File: src/rtl/wave_synth_core.sv
// wave_synth_core: sample datapath behind the waveform control block.
// Two phase accumulators (wave and noise) feed a four-register pipeline:
// capture on the tick, raw wave/noise selection, signed gain scaling with
// saturation, then an optional saturating sum into the output sample.
// Sine values come from an external synchronous two-port ROM addressed
// directly by the live phase registers.
module wave_synth_core #(
  parameter int                SIZE_WIDTH     = 24,
  parameter int                SIZE_DEPTH     = 1024,
  parameter int                NUM_MODE_WAVE  = 3,
  parameter int                NUM_DUTY_CYCLE = 3,
  parameter int                SIZE_GAIN_WAVE = 3,
  parameter logic [23:0]       LFSR_SEED      = 24'hACE1B5,
  localparam int               PW             = $clog2(SIZE_DEPTH)
) (
  input  logic                             i_clk,
  input  logic                             i_rst,
  input  logic                             i_tick,
  input  logic [NUM_MODE_WAVE-1:0]         i_sel_wave,
  input  logic [NUM_DUTY_CYCLE-1:0]        i_sel_duty_cycle,
  input  logic signed [SIZE_GAIN_WAVE-1:0] i_gain_wave,
  input  logic [PW-1:0]                    i_phase_step_wave,
  input  logic                             i_add_noise,
  input  logic                             i_lfsr_sin,
  input  logic [PW-1:0]                    i_phase_step_noise,
  input  logic signed [SIZE_GAIN_WAVE-1:0] i_gain_noise,
  output logic [PW-1:0]                    o_rom_addr_a,
  input  logic signed [SIZE_WIDTH-1:0]     i_rom_data_a,
  output logic [PW-1:0]                    o_rom_addr_b,
  input  logic signed [SIZE_WIDTH-1:0]     i_rom_data_b,
  output logic signed [SIZE_WIDTH-1:0]     o_sample,
  output logic                             o_valid
);

  localparam int PROD_W = SIZE_WIDTH + SIZE_GAIN_WAVE;

  // Galois feedback mask for x^24 + x^23 + x^22 + x^17 + 1 (right-shifting form)
  localparam logic [23:0] LFSR_MASK = 24'hE10000;

  localparam logic signed [SIZE_WIDTH-1:0] S_MAX     = {1'b0, {(SIZE_WIDTH-1){1'b1}}};
  localparam logic signed [SIZE_WIDTH-1:0] S_MIN     = {1'b1, {(SIZE_WIDTH-1){1'b0}}};
  localparam logic signed [SIZE_WIDTH-1:0] S_NEG_MAX = {1'b1, {(SIZE_WIDTH-2){1'b0}}, 1'b1};

  localparam logic [NUM_MODE_WAVE-1:0] WAVE_SINE     = NUM_MODE_WAVE'(0);
  localparam logic [NUM_MODE_WAVE-1:0] WAVE_SQUARE   = NUM_MODE_WAVE'(1);
  localparam logic [NUM_MODE_WAVE-1:0] WAVE_TRIANGLE = NUM_MODE_WAVE'(2);
  localparam logic [NUM_MODE_WAVE-1:0] WAVE_SAW      = NUM_MODE_WAVE'(3);

  localparam logic [NUM_DUTY_CYCLE-1:0] DUTY_10 = NUM_DUTY_CYCLE'(0);
  localparam logic [NUM_DUTY_CYCLE-1:0] DUTY_25 = NUM_DUTY_CYCLE'(1);
  localparam logic [NUM_DUTY_CYCLE-1:0] DUTY_50 = NUM_DUTY_CYCLE'(2);
  localparam logic [NUM_DUTY_CYCLE-1:0] DUTY_75 = NUM_DUTY_CYCLE'(3);
  localparam logic [NUM_DUTY_CYCLE-1:0] DUTY_90 = NUM_DUTY_CYCLE'(4);

  localparam logic [PW-1:0] THR_10 = PW'(102);
  localparam logic [PW-1:0] THR_25 = PW'(256);
  localparam logic [PW-1:0] THR_50 = PW'(512);
  localparam logic [PW-1:0] THR_75 = PW'(768);
  localparam logic [PW-1:0] THR_90 = PW'(922);

  // Multiply by the signed gain, divide by 4 with an arithmetic shift and
  // clamp to the sample range; only -full-scale times -4 can overflow.
  function automatic logic signed [SIZE_WIDTH-1:0] scale_sat(
    input logic signed [SIZE_WIDTH-1:0]     raw,
    input logic signed [SIZE_GAIN_WAVE-1:0] gain
  );
    logic signed [PROD_W-1:0]    prod;
    logic signed [PROD_W-1:0]    shifted;
    logic [PROD_W-SIZE_WIDTH:0]  top;
    prod    = PROD_W'(raw) * PROD_W'(gain);
    shifted = prod >>> 2;
    top     = shifted[PROD_W-1:SIZE_WIDTH-1];
    if (!top[PROD_W-SIZE_WIDTH] && (|top)) begin
      return S_MAX;
    end else if (top[PROD_W-SIZE_WIDTH] && !(&top)) begin
      return S_MIN;
    end else begin
      return shifted[SIZE_WIDTH-1:0];
    end
  endfunction

  // Accumulator and LFSR state
  logic [PW-1:0]  phase_w;
  logic [PW-1:0]  phase_n;
  logic [23:0]    lfsr;
  logic [PW:0]    phase_n_sum;

  // Stage 1: values captured on the tick
  logic                             s1_valid;
  logic [PW-1:0]                    s1_phase_w;
  logic [23:0]                      s1_lfsr;
  logic [NUM_MODE_WAVE-1:0]         s1_sel_wave;
  logic [NUM_DUTY_CYCLE-1:0]        s1_duty;
  logic signed [SIZE_GAIN_WAVE-1:0] s1_gain_w;
  logic signed [SIZE_GAIN_WAVE-1:0] s1_gain_n;
  logic                             s1_add_noise;
  logic                             s1_lfsr_sin;

  // Stage 2: raw wave and noise
  logic                             s2_valid;
  logic signed [SIZE_WIDTH-1:0]     s2_raw_w;
  logic signed [SIZE_WIDTH-1:0]     s2_raw_n;
  logic signed [SIZE_GAIN_WAVE-1:0] s2_gain_w;
  logic signed [SIZE_GAIN_WAVE-1:0] s2_gain_n;
  logic                             s2_add_noise;

  // Stage 3: scaled wave and noise
  logic                             s3_valid;
  logic signed [SIZE_WIDTH-1:0]     s3_wave;
  logic signed [SIZE_WIDTH-1:0]     s3_noise;
  logic                             s3_add_noise;

  // Combinational helpers
  logic signed [SIZE_WIDTH-1:0] raw_w;
  logic signed [SIZE_WIDTH-1:0] raw_n;
  logic [PW-1:0]                thr;
  logic [PW-2:0]                tri_u;
  logic signed [SIZE_WIDTH:0]   sum_wide;
  logic signed [SIZE_WIDTH-1:0] sum_sat;

  // The ROM sees the live phases so its registered data lines up with stage 1
  assign o_rom_addr_a = phase_w;
  assign o_rom_addr_b = phase_n;

  assign phase_n_sum = {1'b0, phase_n} + {1'b0, i_phase_step_noise};

  // Advance both phase accumulators on each tick; the LFSR steps on a noise-phase wrap
  always_ff @(posedge i_clk or posedge i_rst) begin
    if (i_rst) begin
      phase_w <= '0;
      phase_n <= '0;
      lfsr    <= LFSR_SEED;
    end else if (i_tick) begin
      phase_w <= phase_w + i_phase_step_wave;
      phase_n <= phase_n_sum[PW-1:0];
      if (phase_n_sum[PW]) begin
        lfsr <= {1'b0, lfsr[23:1]} ^ (lfsr[0] ? LFSR_MASK : 24'h0);
      end
    end
  end

  // Capture the pre-update phase, LFSR and all controls so the sample is self-consistent
  always_ff @(posedge i_clk or posedge i_rst) begin
    if (i_rst) begin
      s1_valid     <= 1'b0;
      s1_phase_w   <= '0;
      s1_lfsr      <= '0;
      s1_sel_wave  <= '0;
      s1_duty      <= '0;
      s1_gain_w    <= '0;
      s1_gain_n    <= '0;
      s1_add_noise <= 1'b0;
      s1_lfsr_sin  <= 1'b0;
    end else begin
      s1_valid <= i_tick;
      if (i_tick) begin
        s1_phase_w   <= phase_w;
        s1_lfsr      <= lfsr;
        s1_sel_wave  <= i_sel_wave;
        s1_duty      <= i_sel_duty_cycle;
        s1_gain_w    <= i_gain_wave;
        s1_gain_n    <= i_gain_noise;
        s1_add_noise <= i_add_noise;
        s1_lfsr_sin  <= i_lfsr_sin;
      end
    end
  end

  // Build the raw waveform from the captured phase and pick the noise source
  always_comb begin
    raw_w = '0;
    raw_n = '0;
    thr   = THR_50;
    tri_u = '0;
    case (s1_duty)
      DUTY_10: thr = THR_10;
      DUTY_25: thr = THR_25;
      DUTY_50: thr = THR_50;
      DUTY_75: thr = THR_75;
      DUTY_90: thr = THR_90;
      default: thr = THR_50;
    endcase
    tri_u = s1_phase_w[PW-1] ? ~s1_phase_w[PW-2:0] : s1_phase_w[PW-2:0];
    case (s1_sel_wave)
      WAVE_SINE:     raw_w = i_rom_data_a;
      WAVE_SQUARE:   raw_w = (s1_phase_w < thr) ? S_MAX : S_NEG_MAX;
      WAVE_TRIANGLE: raw_w = {~tri_u[PW-2], tri_u[PW-3:0], {(SIZE_WIDTH-PW+1){1'b0}}};
      WAVE_SAW:      raw_w = {~s1_phase_w[PW-1], s1_phase_w[PW-2:0], {(SIZE_WIDTH-PW){1'b0}}};
      default:       raw_w = '0;
    endcase
    raw_n = s1_lfsr_sin ? $signed(s1_lfsr) : i_rom_data_b;
  end

  // Register the raw wave and noise together with the gains they need next
  always_ff @(posedge i_clk or posedge i_rst) begin
    if (i_rst) begin
      s2_valid     <= 1'b0;
      s2_raw_w     <= '0;
      s2_raw_n     <= '0;
      s2_gain_w    <= '0;
      s2_gain_n    <= '0;
      s2_add_noise <= 1'b0;
    end else begin
      s2_valid <= s1_valid;
      if (s1_valid) begin
        s2_raw_w     <= raw_w;
        s2_raw_n     <= raw_n;
        s2_gain_w    <= s1_gain_w;
        s2_gain_n    <= s1_gain_n;
        s2_add_noise <= s1_add_noise;
      end
    end
  end

  // Apply the signed gains with saturation
  always_ff @(posedge i_clk or posedge i_rst) begin
    if (i_rst) begin
      s3_valid     <= 1'b0;
      s3_wave      <= '0;
      s3_noise     <= '0;
      s3_add_noise <= 1'b0;
    end else begin
      s3_valid <= s2_valid;
      if (s2_valid) begin
        s3_wave      <= scale_sat(s2_raw_w, s2_gain_w);
        s3_noise     <= scale_sat(s2_raw_n, s2_gain_n);
        s3_add_noise <= s2_add_noise;
      end
    end
  end

  // One extra bit holds the full sum; a sign/overflow-bit mismatch means clamp
  always_comb begin
    sum_wide = {s3_wave[SIZE_WIDTH-1], s3_wave} + {s3_noise[SIZE_WIDTH-1], s3_noise};
    sum_sat  = sum_wide[SIZE_WIDTH-1:0];
    if (sum_wide[SIZE_WIDTH] != sum_wide[SIZE_WIDTH-1]) begin
      sum_sat = sum_wide[SIZE_WIDTH] ? S_MIN : S_MAX;
    end
  end

  // Publish the final sample with a one-cycle valid pulse; the sample holds between updates
  always_ff @(posedge i_clk or posedge i_rst) begin
    if (i_rst) begin
      o_sample <= '0;
      o_valid  <= 1'b0;
    end else begin
      o_valid <= s3_valid;
      if (s3_valid) begin
        o_sample <= s3_add_noise ? sum_sat : s3_wave;
      end
    end
  end

endmodule
File: config.mk
export PLATFORM = sky130hd
export DESIGN_NAME = wave_synth_core
export DESIGN_NICKNAME = d
export VERILOG_FILES = /design/src/rtl/wave_synth_core.sv
export SDC_FILE = /design/constraint.sdc
export NUM_CORES = 1
export LEC_CHECK = 0
export BUFFER_PORTS_ARGS = -buffer_cell sky130_fd_sc_hd__buf_2
export CORE_MARGIN = 5
export CORE_UTILIZATION = 50
export CTS_BUF_LIST = sky130_fd_sc_hd__clkbuf_4
export DETAILED_ROUTE_END_ITERATION = 8
export PLACE_DENSITY = 0.68
export SYNTH_ARGS = -nofsm -noshare
export SYNTH_HDL_FRONTEND = slang
export SYNTH_SLANG_ARGS = --single-unit
File: constraint.sdc
create_clock -name i_clk -period 12.6 [get_ports i_clk]
set_input_delay 1.26 -clock i_clk [delete_from_list [all_inputs] [get_ports i_clk]]
set_output_delay 1.26 -clock i_clk [all_outputs]
set_load 0.005 [all_outputs]
# After elaboration in Yosys (flattened, before gate mapping)
# Cells that the tools add are included.
totals:
  inputBits: 85
  register_bits: 224
  elab_cells: 69
op_classes:
  n_eq_ne: 7
  order_cmp: 1
  add_sub_neg: 3
  n_mul: 2
  n_bitwise: 4
  muxes: 13
  n_reduce_logical: 15
ops:
  columns: ["op", "n"]
  rows:
  - ["24-bit 2-to-1 mux", 10]
  - ["24-bit case mux with 4 select lines", 1]
  - ["24-bit by 3-bit multiplier with 27-bit output", 2]
  - ["10-bit case mux with 4 select lines", 1]
  - ["24-bit by 24-bit adder with 25-bit output", 1]
  - ["23-bit by 24-bit XOR with 24-bit output", 1]
  - ["10-bit by 10-bit adder with 11-bit output", 1]
  - ["10-bit adder", 1]
  - ["10-bit less-than comparator", 1]
  - ["3-bit by 2-bit == test with 1-bit output, second input constant", 3]
  - ["9-bit 2-to-1 mux", 1]
  - ["9-bit NOT", 1]
  - ["3-bit by 1-bit == test with 1-bit output, second input constant", 2]
  - ["3-bit zero test", 2]
  - ["2-bit AND reduction", 3]
  - ["1-bit logical AND", 4]
  - ["1-bit zero test", 4]
  - ["2-bit OR reduction", 2]
  - ["3-bit == test, second input constant", 1]
  - ["1-bit NOT", 2]
  - ["1-bit != test", 1]

# Depth between registers and ports, before layout
logic_depth:
  depth_word: 6
  ltp_mapped: 18
  depth_no_buf: 17

# Least setup slack after synthesis
# No wires, ideal clock.
synth_timing:
  kind: "register -> register"
  startpoint: "reg s2_gain_w[2]"
  endpoint: "reg s3_wave[3]"
  path_buffers: 1
  setup_time_ns: 0.125
  arrival_time_ns: 4.080
  t_required_ns: 12.475
  slack_ns: 8.396
  period_less_slack_ns: 4.204
  stages_incl_launch_ff: 18
  path_cell_list: "dfrtp_1 inv_1 buf_1 nor2_1 fa_1 ha_1 ha_1 inv_1 fa_1 nand2b_1 a21oi_1 o2111ai_2 a31oi_1 a41o_1 o41a_1 xor2_2 maj3_2 mux2_2"
synth_via:
  elab_chain_cells: 6
  elab_cells_between_ends: 9
  cone_classes: "1 x mul; 2 x mux; 6 x reduce/logical"
synth_rtl:
  columns: ["element", "line", "rtl"]
  rows:
  - ["from (decl)", "103", "logic signed [SIZE_GAIN_WAVE-1:0] s2_gain_w;"]
  - ["from (signal assigned)", "208", "s2_gain_w <= s1_gain_w;"]
  - ["24-bit by 3-bit multiplier with 27-bit output *", "70", "prod = PROD_W'(raw) * PROD_W'(gain);"]
  - ["2-bit AND reduction", "75", "end else if (top[PROD_W-SIZE_WIDTH] && !(&top)) begin"]
  - ["1-bit zero test", "75", null]
  - ["1-bit logical AND", "75", null]
  - ["24-bit 2-to-1 mux", "75", null]
  - ["24-bit 2-to-1 mux *", "73", "if (!top[PROD_W-SIZE_WIDTH] && (|top)) begin"]
  - ["to (signal assigned)", "225", "s3_wave <= scale_sat(s2_raw_w, s2_gain_w);"]
  - ["to (decl)", "109", "logic signed [SIZE_WIDTH-1:0] s3_wave;"]
# Mark *: on every way between the ends. The rest lies on a longest branch, timed or not.
# A chain may end at the register's enable or synchronous reset.

# Worst setup path after layout
layout_timing:
  startpoint: "reg s2_gain_n[2]"
  endpoint: "reg s3_noise[22]"
layout_via:
  elab_chain_cells: 6
  elab_cells_between_ends: 9
  cone_classes: "1 x mul; 2 x mux; 6 x reduce/logical"
layout_rtl:
  columns: ["element", "line", "rtl"]
  rows:
  - ["from (decl)", "104", "logic signed [SIZE_GAIN_WAVE-1:0] s2_gain_n;"]
  - ["from (signal assigned)", "209", "s2_gain_n <= s1_gain_n;"]
  - ["24-bit by 3-bit multiplier with 27-bit output *", "70", null]
  - ["2-bit AND reduction", "75", null]
  - ["1-bit zero test", "75", null]
  - ["1-bit logical AND", "75", null]
  - ["24-bit 2-to-1 mux", "75", null]
  - ["24-bit 2-to-1 mux *", "73", null]
  - ["to (signal assigned)", "226", "s3_noise <= scale_sat(s2_raw_n, s2_gain_n);"]
  - ["to (decl)", "110", "logic signed [SIZE_WIDTH-1:0] s3_noise;"]
# Marks and branches as above.

==> run metrics <==
run status completed; signal arrival time at the worst endpoint roughly 5.7 ns; Crit path required time around 13 ns; detailed router's first-iteration violation count around 610; TNS Setup 0 ns; wire length of the first global-routing pass ~64000 µm; commonest non-fill, non-tap cells in the layout dfrtp_1 (210), nor2_1 (152), ha_1 (145), a21oi_1 (133), buf_2 (129); Syn Std Cell Area 0.0163 mm²; antenna violations before repair 2; fraction of power consumed by sequential logic 0.298; clock power share 0.181; CP Capture Type flip-flop; mean post-synth cell area a little under 10 µm²; effective utilization at floorplan 0.503; vias per inst 5.62; count of final max-slew check failures 0; count of hold-fix buffers inserted at cts 0; quantity of I/O buffers inserted on ports 129; CTS Root Cell clkbuf_4; crit start category flip-flop; logic gate share of total power 0.521; largest clock skew in the final design 0.0586 ns; leakage power of the design approximately 8.7 nW; maximum number of pins on one net before global-route repair 147; Post-Synthesis Cells ~1600; area after detailed placement around 0.017 mm²; hold violation total from the final report 0; Peak supply drop 104 µV; final weighted congestion in routability-driven placement a little over 0.9; vertical extent of the die between 150 and 200 µm; half-perimeter wire length after detailed placement 27000 µm; setup bufs post-CTS 0; clock buffer count from CTS 67; Post-synth EDFFs 0; Std-Cell Core Area ~0.032 mm²; clock transition at the registers of the reported paths around 0.06 ns; slew margin rel. 0.330; critical path class reg2reg; Rows 66; number of warnings printed during yosys synthesis 0; min Tclk post-route 5.19 ns; Bufs on Longest Clock Path 3; Hold WS approximately 0.5 ns; H-tree levels 3; Switching Power approximately 1.6 mW; upper clock frequency limit approximately 190 MHz; ratio of cells with drive above 1 in the final layout 0.205; portion of the clock cycle consumed by the worst path in the final layout 0.412; layout-stage area growth over the synthesis result 10.9%; unrepaired setup endpoints after global routing no; number of global-route vias before repair around 13000; number of top-level pins 130; number of sinks handled by clock tree synthesis roughly 220; Total Die Area between 0.03 and 0.04 mm²; DRT Pass-1 Iters 4; total wirelength of the detailed-routed design 36600 µm; residual DRC count 0; overflow left after global routing 0; setup violators final 0; total number of vias 12725; synthesized net count between 1500 and 2000; Worst-Skew Late Latency a little under 0.7 ns; share of total power consumed by net switching 0.427; aggregate global-route resource usage 0.209; maxcap violations 0; worst-margin pin slew 1.00 ns; post-synth cell types between 80 and 90; sequential element share of the synthesized area 0.345; PostCTS Resize Cnt 0; Routed wire per std cell roughly 16 µm; Power Density around 210 mW/mm²; remaining antenna violation count after routing 0; proportion of synthesized flip-flops having asynchronous set or reset 1.00; internal cell power around 2.2 mW; leading cell type in the layout, fill and taps excluded dfrtp_1; path category of the worst min-delay check reg2reg; most instantiated flip-flop cell in the synthesis netlist dfrtp_1; top fanout value on the critical path 34; CTS tree yes; Synth Register Bits approximately 220; count of nets after finishing ~2100; area of all placed cells without fillers 0.0181 mm²; final cell utilization of the core 0.558; Die Width between 150 and 200 µm
## state kept, by name, indices dropped and copies added, names as in the netlist, 10 cells and up
name          flops
lfsr             24
o_sample         24
s1_lfsr          24
s2_raw_n         24
s2_raw_w         24
s3_noise         24
s3_wave          24
o_rom_addr_a     10
o_rom_addr_b     10
s1_phase_w       10
## synth_stat cells, types with 13 or more instances
cell type,n,area [µm²]
a211oi_1,14,105
a21o_1,28,210
a21oi_1,133,666
a221o_1,14,140
a221oi_1,15,131
a31oi_1,15,93.8
and2_1,91,569
buf_1,13,48.8
buf_2,16,80.1
clkbuf_1,44,165
dfrtp_1,211,5280
dfstp_2,13,342
fa_1,53,1060
ha_1,145,1810
inv_1,49,184
mux2_2,91,1020
mux2i_1,26,260
nand2_1,78,293
nand2b_1,15,93.8
nand3_1,19,95.1
nor2_1,152,571
nor2b_1,24,150
nor3_1,20,100
o21a_1,20,150
o21ai_0,73,365
o2bb2ai_1,49,429
or3_1,13,81.3
xnor2_1,50,438
xor2_1,23,201
## metrics by stage
stage / std cells / setup WS [ns] / power [mW]
6_report: 2263 / 7.41 / 3.77
3_5_place_dp: 2145 / 7.47 / 3.09
5_1_grt: 2263 / 6.91 / 4.14
2_1_floorplan: 1641 / 5.23 / 2.60
4_1_cts: 2260 / 7.40 / 3.81
3_3_place_gp: 2145 / 7.60 / 3.04
## worst max-delay path: stages, from the launching register on
cell	delay, ns
dfrtp_1	0.37
inv_1	0.59
nor2_1	0.14
fa_1	0.51
ha_1	0.33
ha_1	0.31
a21oi_1	0.19
nor2_1	0.09
or3_1	0.43
nand3_1	0.16
a211oi_1	0.11
o211a_1	0.27
nor3_4	0.82
o21ai_1	0.48
a32oi_1	0.28
## power groups by stage
stage	sequential, mW	combinational, mW	clock (mW)
floorplan	1.05	1.56	0
global placement	1.13	1.91	0
detailed placement	1.13	1.95	0
CTS	1.12	1.97	0.711
global route	1.15	2.23	0.755
finish	1.12	1.96	0.683
## metal layers
layer / global-route usage / routed length, µm
met4: 0.0660 / 853
met2: 0.327 / 16500
met3: 0.0465 / 1860
met1: 0.290 / 17400
met5: 0 / 0
## final timing paths
| path | startpoint | end | slack [ns] | cells past startpoint |
|---|---|---|---|---|
| worst min-delay path | o_sample[23] | o_sample[23] | 0.50 | 1 |
| min in group asynchronous | i_rst | o_rom_addr_b[5] | 0.85 | 2 |
| worst max-delay path | s2_gain_n[2] | s3_noise[22] | 7.41 | 14 |
| worst max register to register | s2_gain_n[2] | s3_noise[22] | 7.41 | 14 |
| max in group asynchronous | i_rst | o_valid | 10.10 | 3 |
| worst min register to register | o_sample[23] | o_sample[23] | 0.50 | 1 |
## final cells by class
class	count	area (µm²)
antenna	3	7.51
clock buffer	94	706
clock inverter	21	114
fill	2991	14300
inverter	50	195
multi-input combinational	1288	10100
sequential	224	5620
tap	442	553
timing repair buffer	141	736
## cells by family (layout without fill, tap and decap cells)
| group | Yosys count | count (layout) | share of synthesized area |
|---|---|---|---|
| DFF | 224 | 224 | 0.345 |
| xor gates and xnor gates | 74 | 74 | 0.0403 |
| other | 0 | 3 | 0 |
| and+or+nand+nor | 446 | 446 | 0.136 |
| muxes | 118 | 118 | 0.0798 |
| buffers and inverters | 129 | 306 | 0.0327 |
| adders and majority gates | 200 | 200 | 0.178 |
| AOI/OAI and AO/OA | 450 | 450 | 0.189 |
No activity file was read; power rests on OpenSTA's default activity.
